## src/rtl/sysid_checker_pkg.sv

```systemverilog
// Shared state encoding, sysid word addresses and counter width for the sysid checker.
package sysid_checker_pkg;

  localparam int CNT_W = 16;

  localparam logic ADDR_ID = 1'b0;
  localparam logic ADDR_TS = 1'b1;

  typedef enum logic [2:0] {
    IDLE   = 3'd0,
    RD_ID  = 3'd1,
    LAT_ID = 3'd2,
    RD_TS  = 3'd3,
    LAT_TS = 3'd4,
    FIN    = 3'd5
  } state_t;

endpackage

```

## src/rtl/sysid_wait_timer.sv

```systemverilog
// Shared cycle counter: counts read latency cycles or consecutive stall cycles.
// expire flags the increment that brings the count up to limit.
module sysid_wait_timer
  import sysid_checker_pkg::*;
(
  input  logic             clock,
  input  logic             reset_n,
  input  logic             clr,
  input  logic             inc,
  input  logic [CNT_W-1:0] limit,
  output logic             expire
);

  logic [CNT_W-1:0] count;
  logic [CNT_W:0]   count_nxt;

  assign count_nxt = {1'b0, count} + {{CNT_W{1'b0}}, 1'b1};
  assign expire    = inc && (count_nxt == {1'b0, limit});

  always_ff @(posedge clock or negedge reset_n) begin
    if (!reset_n) begin
      count <= '0;
    end else if (clr) begin
      count <= '0;
    end else if (inc) begin
      count <= count_nxt[CNT_W-1:0];
    end
  end

endmodule

```

## config.mk

```make
export PLATFORM = sky130hd
export DESIGN_NAME = sysid_wait_timer
export DESIGN_NICKNAME = d
export VERILOG_FILES = /design/src/rtl/sysid_checker_pkg.sv /design/src/rtl/sysid_wait_timer.sv
export SDC_FILE = /design/constraint.sdc
export NUM_CORES = 1
export LEC_CHECK = 0
export BUFFER_PORTS_ARGS = -buffer_cell sky130_fd_sc_hd__buf_2
export CAP_MARGIN = 20
export CORE_MARGIN = 2
export CORE_UTILIZATION = 40
export CTS_CLUSTER_DIAMETER = 100
export CTS_CLUSTER_SIZE = 14
export DETAILED_ROUTE_END_ITERATION = 6
export PLACE_DENSITY = 0.74
export SETUP_SLACK_MARGIN = 0.05
export SLEW_MARGIN = 20
export SYNTH_ARGS = -nofsm -noshare
export SYNTH_HDL_FRONTEND = slang
export SYNTH_SLANG_ARGS = --single-unit
```

## constraint.sdc

```tcl
create_clock -name clock -period 2.2 [get_ports clock]
set_clock_uncertainty 0.1 [all_clocks]
set_input_delay 0.44 -clock clock [delete_from_list [all_inputs] [get_ports clock]]
set_output_delay 0.44 -clock clock [all_outputs]
set_load 0.005 [all_outputs]
```

==> results.txt, run 1 <==
* Startpoint of the worst-slack reg-to-reg timing path: count[4]
- The number of placed instances, taps included, is 247.
* Part of the power in registers: 51.3%
* Clock slew seen by the registers of the worst setup and hold paths: 0.09 ns
- The count of pins over their slew limit was 0.
- Power per cell area: 310 nW/um^2
- Final worst slack: -0.480 ns
- The library cell used most frequently in the layout, excluding fill and tap cells, is sky130_fd_sc_hd__buf_4.
* Largest net degree at the start of global routing: 17
- Xor/xnor cell area share of the yosys netlist: 19.7%
- Number of flops mapped to enable cells by yosys: 0
- From bottom edge to top edge, the die measures 61.7 microns.
- Highest Clock Rate: 373 MHz
- Global routing consumed, on the met2 layer, 39.8% of the routing resources.
- After the first detailed-routing iteration, the DRC count stood at 72.
- Adder-cell area share of the yosys netlist: 0.939%
* Number of antenna violations at the first check in global routing: 0
- For this design the static power due to leakage is 0.000849 uW.
- Post-synth net total: 181
* Post-detailed-route DRC marker count: 0
- The share of the Yosys chip area taken by registers is 30.0%.
- The die is 61.7 microns wide.
- Category of the worst setup path capture point: primary output
- In the final layout, the share of cells above drive strength 1 is 40.3%.
- Clock tree root driver cell: sky130_fd_sc_hd__clkbuf_4
* Commonest non-fill, non-tap cells in the layout: 37 x sky130_fd_sc_hd__buf_4, 20 x sky130_fd_sc_hd__buf_2, 17 x sky130_fd_sc_hd__nor2_1, 16 x sky130_fd_sc_hd__xor2_1, 13 x sky130_fd_sc_hd__dfrtp_1
* Main combinational cell family by area after synthesis: simple AND/OR/NAND/NOR gates
* Violations in the final reports: negative setup slack
* Die area: 3810 sq um
* Average wire per standard cell: 15.6 microns
* Slew Limit Headroom: 75.2%
- Once the floorplan was initialized, standard cells occupied 42.9% of the core.
- The first detailed-routing pass ran for 4 iterations.
- For this run, the post-layout net count is 234.
- Growth of design area from synthesis to finish: 42.7%
* Top Ports: 21
- Vias in the first global route: 1428
- For the finished layout, the period the worst path requires is 2.68 ns.
- Proportion of synthesized area in mux cells: 0.751%
* Post-detailed-route via-to-cell ratio: 5.60
- Counting flops with an async set or reset pin after synthesis yields a share of 100%.
- CTS saw 16 sinks.
* Number of instances in the synthesized netlist: 160
- The longest clock path from root to sink contains 2 buffers.
- For this run, the number of Yosys warnings is 0.
- Met1 routing resource usage after global routing: 28.8%
* RSZ-0062 raised after global routing: yes
- Leaving out filler cells and counting taps, the final layout contains 255.
* Final ANT Viol Nets: 0
- After legalization and detailed placement, the total HPWL measured 2850 microns.
* Worst ir drop on vdd: 0.171 mV
- Internal: 424 uW
- Sum of overflow across all layers after global routing: 0
- Overall global routing resource usage: 22.9%
- Wire length of the first global-routing pass: 6430 microns
- Kind of critical path: flip-flop to primary output
* Port Buffers: 20
* Cell area after synthesis: 1330 sq um
* Floorplan Core Area: 3100 sq um
- Combinational logic burns 22.2% of the power.
* Later-pin clock latency in the skew report: 0.29 ns
* Register bank with the most flops: count
- Number of buffers created by CTS: 3
* Register bit count reported by yosys: 16
- TritonCTS built the clock tree.
- The routed layout has 1428 vias.
* Layer with the highest usage: met2
- CTS built an H-tree with a depth of 1.
- Net Switching: 164 uW
- Synth Flop Type: sky130_fd_sc_hd__dfrtp_1
- In the finished design, the share of the clock period the worst path needs comes to 122%.
- Setup violations remaining at the end of the flow were counted as 1.
* GP Congestion: 0.879
- Max FFs per register: 16
* Required time of the worst setup path: 1.66 ns
- Post-synthesis cell type count: 43
* Sum of internal, switching and leakage power: 589 uW
- Worst Hold Launch: clr
- The largest registers in the layout are count x16.
- Row generation in the floorplan step produced 20 rows.
* First element of the critical path: count[1]
* Aggregate routed wire length: 3970 microns
* GR met3 Demand/Resource: 3.52%
- Max-cap violations in this run came to 0.
- Along the worst path, the maximum fanout reaches 6.
- Cells fill 61.3% of the core in the end.
* Category of the worst setup path launch point: flip-flop
- The average instance in the mapped netlist occupies 8.33 sq um.
* Actual slew at the worst max-slew pin: 0.372 ns
- Worst min-delay path category: input pin to flip-flop
* Inserted Diodes: 0
* Run status: finished with violations
* Clock network fraction of design power: 26.5%
* CP Data Arrival Time: 2.14 ns
* Count of endpoints failing hold in the final timing report: 0
- The synthesized netlist devotes 14.8% of its cell area to compound gates.
* Reg2Reg Setup Slack: 0.30 ns
* Sw Ratio: 27.9%
- Simple logic cell fraction of the synthesized area: 29.7%
==> synth_stat cells (2+ instances only) <==
| master | instances | area [sq um] |
|---|---|---|
| sky130_fd_sc_hd__dfrtp_1 | 16 | 400 |
| sky130_fd_sc_hd__and4_1 | 3 | 26.3 |
| sky130_fd_sc_hd__clkbuf_1 | 3 | 11.3 |
| sky130_fd_sc_hd__a21oi_1 | 7 | 35.0 |
| sky130_fd_sc_hd__nand2b_1 | 2 | 12.5 |
| sky130_fd_sc_hd__o22ai_1 | 2 | 12.5 |
| sky130_fd_sc_hd__o31ai_1 | 2 | 15.0 |
| sky130_fd_sc_hd__nand2_1 | 12 | 45.0 |
| sky130_fd_sc_hd__xor2_1 | 17 | 149 |
| sky130_fd_sc_hd__or3_1 | 3 | 18.8 |
| sky130_fd_sc_hd__xnor2_1 | 13 | 114 |
| sky130_fd_sc_hd__and3_1 | 5 | 31.3 |
| sky130_fd_sc_hd__o21ai_0 | 4 | 20.0 |
| sky130_fd_sc_hd__nor3_1 | 2 | 10.0 |
| sky130_fd_sc_hd__nand4_1 | 8 | 50.1 |
| sky130_fd_sc_hd__nor4_1 | 3 | 18.8 |
| sky130_fd_sc_hd__nor2_1 | 18 | 67.6 |
| sky130_fd_sc_hd__nand3_1 | 9 | 45.0 |
| sky130_fd_sc_hd__buf_2 | 7 | 35.0 |
==> metrics by stage <==
stage / hold WS (ns) / worst slack [ns] / setup TNS, ns / area, sq um
2_1_floorplan: 0.0444 / -0.0400 / -0.0400 / 1370
3_3_place_gp: 0.273 / -0.227 / -0.227 / 1720
3_5_place_dp: 0.276 / -0.253 / -0.253 / 1720
4_1_cts: 0.423 / -0.514 / -0.514 / 1830
5_1_grt: 0.428 / -0.602 / -0.602 / 1900
6_report: 0.431 / -0.480 / -0.480 / 1900
==> worst max-delay path, stage by stage (launching register included) <==
cell and delay (ns):
sky130_fd_sc_hd__dfrtp_1 0.41, sky130_fd_sc_hd__ha_4 0.20, sky130_fd_sc_hd__buf_6 0.11, sky130_fd_sc_hd__nand2b_4 0.05, sky130_fd_sc_hd__or3b_4 0.38, sky130_fd_sc_hd__o31ai_4 0.07
sky130_fd_sc_hd__o221ai_2 0.13, sky130_fd_sc_hd__a2111oi_2 0.33, sky130_fd_sc_hd__buf_2 0.17
==> metal layers <==
layer	vias up	routed length [microns]	share of wire [%]
met5	-	0	0
met2	52	2020	51
li1	677	-	-
met1	685	1620	41
met3	14	222	5.6
met4	0	100	2.5
==> power groups by stage <==
stage / Sequential (uW) / Clock (uW) / Combinational, uW
final: 302 / 156 / 131
after global routing: 303 / 176 / 141
after CTS: 302 / 159 / 125
after detailed placement: 306 / 0 / 115
after global placement: 306 / 0 / 111
after floorplan: 307 / 0 / 62.9
==> cell type report <==
| cell class | instances | area, sq um |
|---|---|---|
| fill | 285 | 1200 |
| multi-input combinational | 132 | 1020 |
| sequential | 16 | 404 |
| timing repair buffer | 59 | 399 |
| tap | 44 | 55.1 |
| clock buffer | 3 | 22.5 |
| inverter | 1 | 3.75 |
==> cell families (layout without fill, tap and decap cells) <==
family,after synthesis,after routing
AOI/OAI and AO/OA,28,28
xor gates and xnor gates,30,30
adders and majority gates,1,1
buffers and inverters,12,63
DFF,16,16
muxes,1,1
and+or+nand+nor,72,72
==> path summary, 6_finish.rpt <==
check	cells past startpoint	to
worst max-delay path	8	expire
max in group asynchronous	2	count[10]
worst min register to register	2	count[14]
worst max register to register	6	count[15]
min in group asynchronous	2	count[11]
worst min-delay path	2	count[8]
==> what timing repair did <==
action | CTS | global route
hold endpoints to repair | 16 | 0
setup buffers | 4 | 0
hold buffers | 1 | 0
resized for setup | 9 | 14
endpoints found under the setup margin | 1 | 1
pin swaps | 8 | 7
(Power assumes the default switching activity.)
==> run 2: changes to the inputs <==
--- a/config.mk
+++ b/config.mk
@@ -14,6 +14,7 @@
 export DETAILED_ROUTE_END_ITERATION = 6
 export PLACE_DENSITY = 0.74
 export SETUP_SLACK_MARGIN = 0.05
+export SKIP_LAST_GASP = 1
 export SLEW_MARGIN = 20
 export SYNTH_ARGS = -nofsm -noshare
 export SYNTH_HDL_FRONTEND = slang
==> results.txt, run 2 (synthesized netlist as in run 1, its figures left out) <==
- Run status: finished with violations
- The checks that failed: negative setup slack.
- Clock latency on the worst-skew pair, taken at its later pin, is 0.29 ns.
* Clk sink count: 16
- Register bank with the most flops: count
- Actual slew at the worst max-slew pin: 0.373 ns
* Growth of design area from synthesis to finish: 42.3%
- Post-detailed-route via-to-cell ratio: 5.53
* Most frequent standard cell in the layout excluding fill and tap cells: sky130_fd_sc_hd__buf_4
* RSZ-0062 raised after global routing: yes
- Aggregate routed wire length: 3960 microns
- Cells with a size suffix above 1 make up 39.8% of the layout.
- The routed layout has 1409 vias.
- At the worst endpoint, the required time is 1.66 ns.
* Category of the worst setup path capture point: primary output
- Startpoint of the worst-slack reg-to-reg timing path: count[4]
- The number of clock buffers added by TritonCTS is 3.
- Tracing the worst setup path back leads to its startpoint at count[0].
- The worst hold path begins at clr.
- Worst flop-to-flop path endpoint: count[15]
* Clock tree root driver cell: sky130_fd_sc_hd__clkbuf_4
- TritonCTS built the clock tree.
* CP Max Fanout: 6
* Post-DP HPWL: 2850 microns
- Final ANT Viol Nets: 0
- In this run the static leakage power is 0.000843 uW.
* Largest registers in the final layout: count x16
- No sink is reached through more buffers than the 2 on the longest clock path.
- Global routing used 22.6% of the available tracks across all layers.
- The total area inside the core boundary comes to 3100 sq um.
- The count of pins over their slew limit is 0.
- At the end of routability-driven placement, the weighted congestion stood at 0.879.
- Kind of critical path: flip-flop to primary output
* Count of endpoints failing hold in the final timing report: 0
- 0 antenna diodes ended up in the layout.
* DIE WIDTH: 61.7 microns
- From bottom edge to top edge, the die measures 61.7 microns.
- Cell area after layout: 1900 sq um
* Post-Layout Cell Count: 255
* Max FFs per register: 16
* Number of instances on the worst hold path: 2
- After clock tree synthesis, the clock-pin slew on the worst setup and hold paths is 0.09 ns.
- Top Ports: 21
- Port Buffers: 20
- Final #Nets: 234
- For this run, the detailed router's first-pass iteration total came to 5.
- The worst register-to-register path has a setup slack of 0.31 ns.
- Sum of overflow across all layers after global routing: 0
- For this design the ratio of total power to cell area is 312 nW/um^2.
- Hold-critical path endpoint: count[8]
- The worst setup path is launched from a flip-flop.
* Die area: 3810 sq um
- Once the floorplan was initialized, standard cells occupied 42.9% of the core.
- FILL cells: 283
- Counting tap cells, the placed design contains a total of 247 instances.
* Average wire per standard cell: 15.5 microns
- Cell area after placement: 1720 sq um
- Largest net degree at the start of global routing: 17
- The worst register-to-register path has a depth of 6.
* Post-detailed-route DRC marker count: 0
- Number of H-tree levels: 1
- Of the available clock period, the critical path in the final layout requires 122%.
- Vias in the first global route: 1437
- The tool flagged a number of max-cap violations equal to 0.
* Number of antenna violations at the first check in global routing: 0
* Slew Limit Headroom: 75.1%
- The path class of the tightest hold or removal check is input pin to flip-flop.
* Final Critical Period: 2.69 ns
- Wire length of the first global-routing pass: 6360 microns
- In this run, the number of DRC markers left after iteration 0 of detailed routing was 78.
- Worst ir drop on vdd: 0.171 mV
* CP Data Arrival Time: 2.15 ns
* Placement row count: 20
- Commonest non-fill, non-tap cells in the layout: 36 x sky130_fd_sc_hd__buf_4, 20 x sky130_fd_sc_hd__buf_2, 17 x sky130_fd_sc_hd__nor2_1, 16 x sky130_fd_sc_hd__xor2_1, 14 x sky130_fd_sc_hd__dfrtp_1
- Total of endpoints with negative setup slack in the final report: 1
* Highest Clock Rate: 372 MHz
* Final worst slack: -0.489 ns
[run 2: cell types whose count changed in the layout (fill, tap and decap cells not counted)]
cell	change
sky130_fd_sc_hd__buf_4	-1
sky130_fd_sc_hd__buf_6	+1
sky130_fd_sc_hd__nor4_4	-1
sky130_fd_sc_hd__nor4_2	+1
sky130_fd_sc_hd__dfrtp_1	+1
sky130_fd_sc_hd__dfrtp_2	-1
[run 2: layout make-up]
cell class	count	area [sq um]	area share [%]
multi-input combinational	132	1010	53.2
inverter	1	3.75	0.198
sequential	16	403	21.3
clock buffer	3	22.5	1.19
timing repair buffer	59	403	21.3
tap	44	55.1	2.90
[run 2: worst max-delay path by stage]
stage / endpoint / cells after the start
floorplan: expire / 7
global placement: expire / 7
detailed placement: expire / 7
CTS: expire / 8
global route: expire / 6
finish: expire / 8
[run 2: per-stage QoR]
stage	setup TNS (ns)	hold slack, ns	utilization, %	power (uW)	setup WS, ns
after global routing	-0.619	0.428	61.1	621	-0.619
after floorplan	-0.0400	0.0444	-	370	-0.0400
after global placement	-0.227	0.273	55.4	417	-0.227
after detailed placement	-0.253	0.276	55.4	422	-0.253
final	-0.489	0.427	61.1	591	-0.489
after CTS	-0.528	0.423	58.7	584	-0.528
[run 2: critical path: stages, from the launching register on]
cell and delay [ns]:
sky130_fd_sc_hd__dfrtp_1 0.41, sky130_fd_sc_hd__ha_4 0.20, sky130_fd_sc_hd__buf_6 0.11, sky130_fd_sc_hd__nand2b_4 0.05, sky130_fd_sc_hd__or3b_4 0.38, sky130_fd_sc_hd__o31ai_4 0.07
sky130_fd_sc_hd__o221ai_2 0.13, sky130_fd_sc_hd__a2111oi_2 0.33, sky130_fd_sc_hd__buf_2 0.17
[run 2: per-layer routing]
metal,wire length (microns),part of all wire (%),track usage (%),vias to the layer above
met5,0,0,0,-
met4,79,2.0,8.21,0
met3,165,4.2,3.52,10
met2,2060,52,38.9,38
met1,1650,42,28.6,684
li1,-,-,-,677
[run 2: where the power goes]
part / switching [uW] / internal (uW) / leakage [uW]
clock: 92.8 / 63.8 / 0.0000138
combinational: 67.4 / 64.3 / 0.000611
sequential: 4.72 / 298 / 0.000219
[run 2: what timing repair did]
action / 4_1_cts / 5_1_grt
gates cloned: 0 / 0
gates resized for setup: 7 / 15
hold buffers: 1 / 0
buffers inserted: 4 / 0
pin swaps: 8 / 7
endpoints found under the setup margin: 1 / 1
endpoints found under the hold margin: 16 / 0
==> run 3: changes to the inputs <==
--- a/config.mk
+++ b/config.mk
@@ -8,12 +8,13 @@
 export BUFFER_PORTS_ARGS = -buffer_cell sky130_fd_sc_hd__buf_2
 export CAP_MARGIN = 20
 export CORE_MARGIN = 2
-export CORE_UTILIZATION = 40
+export CORE_UTILIZATION = 25
 export CTS_CLUSTER_DIAMETER = 100
 export CTS_CLUSTER_SIZE = 14
 export DETAILED_ROUTE_END_ITERATION = 6
-export PLACE_DENSITY = 0.74
+export PLACE_DENSITY = 0.55
 export SETUP_SLACK_MARGIN = 0.05
+export SKIP_CTS_REPAIR_TIMING = 1
 export SKIP_LAST_GASP = 1
 export SLEW_MARGIN = 20
 export SYNTH_ARGS = -nofsm -noshare
==> results.txt, run 3 (synthesized netlist as in run 1, its figures left out) <==
- 21 I/O pins were placed.
* Layout cell share with drive strength beyond 1: 37.3%
- Counting cells, the worst reg-to-reg path comes to 6.
- Final ANT Viol Nets: 0
- Highest Clock Rate: 380 MHz
- FILL cells: 591
- For this run, the total global-route usage over all layers was measured as 13.2%.
- For this design the static power due to leakage is 0.000803 uW.
- Max FFs per register: 16
* Final number of max-transition violations: 0
* Post-route setup TNS: -0.433 ns
- Startpoint of the worst-slack reg-to-reg timing path: count[0]
- Sw Ratio: 26.5%
* Violations in the final reports: negative setup slack
- Number of H-tree levels: 1
- Port Buffers: 20
* Wire length of the first global-routing pass: 6290 microns
* Growth of design area from synthesis to finish: 39.7%
- Die height: 77.0 microns
- Counting tap cells, the placed design contains a total of 274 instances.
* Sum of overflow across all layers after global routing: 0
- Cell area after placement: 1760 sq um
* Initial standard-cell utilization of the core: 25.9%
* DIE WIDTH: 77.0 microns
- Before antenna repair, the detailed router went through 4 iterations.
* Inserted Diodes: 0
- Largest registers in the final layout: count x16
- Worst setup path end: expire
- Aggregate routed wire length: 3810 microns
* Required time of the worst setup path: 1.66 ns
- For this design the total switching power over the nets is 172 uW.
- Clock network fraction of design power: 34.9%
- For this run, design rule violations remaining after detail routing come to 0.
* Sum of internal, switching and leakage power: 649 uW
- The register with the most flip-flops in the final layout is count.
- Floorplan Core Area: 5140 sq um
- Part of the power in registers: 46.5%
* Clock tree root driver cell: sky130_fd_sc_hd__clkbuf_8
* Actual slew at the worst max-slew pin: 0.395 ns
* Number of antenna violations at the first check in global routing: 0
- Most frequent standard cell in the layout excluding fill and tap cells: sky130_fd_sc_hd__buf_4
* Internal: 477 uW
* Slew Limit Headroom: 73.6%
* Post-DP HPWL: 2900 microns
- The worst setup path is captured at a primary output.
- The longest clock path from root to sink contains 2 buffers.
- The final critical path takes up 120% of the cycle.
* Category of the worst setup path launch point: flip-flop
- STA puts the critical path data arrival time at 2.09 ns.
* Clock slew seen by the registers of the worst setup and hold paths: 0.07 ns
- Summing all flip-flop and latch instances after layout gives 404 sq um.
* Largest net degree at the start of global routing: 17
- Worst flop-to-flop path endpoint: count[13]
* Final design utilization: 36.2%
- Run status: finished with violations
* Worst ir drop on vdd: 0.151 mV
- The number of hold violations in the final report is 0.
- Final #Nets: 232
- For this block, the via count after detailed routing is 1353.
* Number of violations reported at the end of detailed-routing iteration 0: 42
- The worst register-to-register path has a setup slack of 0.35 ns.
- Tracing the worst setup path back leads to its startpoint at count[9].
* Post-detailed-route via-to-cell ratio: 4.85
- Average wire per standard cell: 13.7 microns
- Total of max-cap violations: 0
- The worst hold path belongs to the class input pin to async pin.
* Vias in the first global route: 1293
- Final Critical Period: 2.63 ns
- Die area: 5930 sq um
- Number of buffers created by CTS: 3
* Clk sink count: 16
* Kind of critical path: flip-flop to primary output
- Once layout is complete, the cells apart from fillers number 279.
* Commonest non-fill, non-tap cells in the layout: 37 x sky130_fd_sc_hd__buf_4, 20 x sky130_fd_sc_hd__buf_2, 17 x sky130_fd_sc_hd__nor2_1, 16 x sky130_fd_sc_hd__xor2_1, 13 x sky130_fd_sc_hd__dfrtp_1
- TritonCTS built the clock tree.
* Area of the multi-input gates: 947 sq um
- CP Max Fanout: 9
- Cell area after layout: 1860 sq um
* Total of endpoints with negative setup slack in the final report: 1
* GP Congestion: 0.875
* Final worst slack: -0.433 ns
- Setup repair after global routing could not meet its margin everywhere.
- Power per cell area: 349 nW/um^2
- For the worst-skew pair, the clock arrives at the later sink with an insertion delay of 0.25 ns.
* Placement row count: 26
* Comb power frac: 18.6%
-- run 3: worst min path at each step --
stage                        from  endpoint  slack (ns)  depth (start not counted)
after floorplan           reset_n  count[0]        0.04                          0
after global placement    reset_n  count[3]        0.29                          1
after detailed placement  reset_n  count[2]        0.29                          1
after CTS                 reset_n  count[2]        0.02                          1
after global routing      reset_n  count[2]        0.03                          1
final                     reset_n  count[2]       0.004                          1
-- run 3: routing by layer --
layer / up-vias / routed length [microns] / track usage [%]
li1: 676 / - / -
met1: 643 / 1910 / 19.1
met2: 30 / 1670 / 19.6
met3: 4 / 190 / 2.71
met4: 0 / 41 / 4.46
met5: - / 0 / 0
-- run 3: area by class of cell --
| class | count | share of cell area (%) |
|---|---|---|
| well taps | 70 | 4.70 |
| repair buffers | 57 | 20.3 |
| inverters | 1 | 0.202 |
| clock buffers | 3 | 2.22 |
| multi-input cells | 132 | 50.9 |
| flip-flops and latches | 16 | 21.7 |
-- run 3: worst max-delay path, stage by stage, from the launching register on --
cell	delay [ns]
sky130_fd_sc_hd__dfrtp_2	0.46
sky130_fd_sc_hd__and3_1	0.22
sky130_fd_sc_hd__a211o_1	0.32
sky130_fd_sc_hd__a311oi_2	0.26
sky130_fd_sc_hd__nand4_1	0.17
sky130_fd_sc_hd__a2111oi_2	0.24
sky130_fd_sc_hd__buf_2	0.17
-- run 3: power by group through the flow --
stage | Clock (uW) | Combinational [uW] | Sequential (uW)
CTS | 236 | 116 | 300
detailed placement | 0 | 115 | 306
finish | 227 | 121 | 302
floorplan | 0 | 62.9 | 307
global route | 247 | 133 | 302
global placement | 0 | 114 | 306
-- run 3: through the flow --
| stage | hold WS (ns) | worst slack [ns] |
|---|---|---|
| 6_report | 0.00381 | -0.433 |
| 5_1_grt | 0.0336 | -0.515 |
| 4_1_cts | 0.0174 | -0.468 |
| 3_5_place_dp | 0.294 | -0.239 |
| 3_3_place_gp | 0.293 | -0.205 |
| 2_1_floorplan | 0.0444 | -0.0400 |
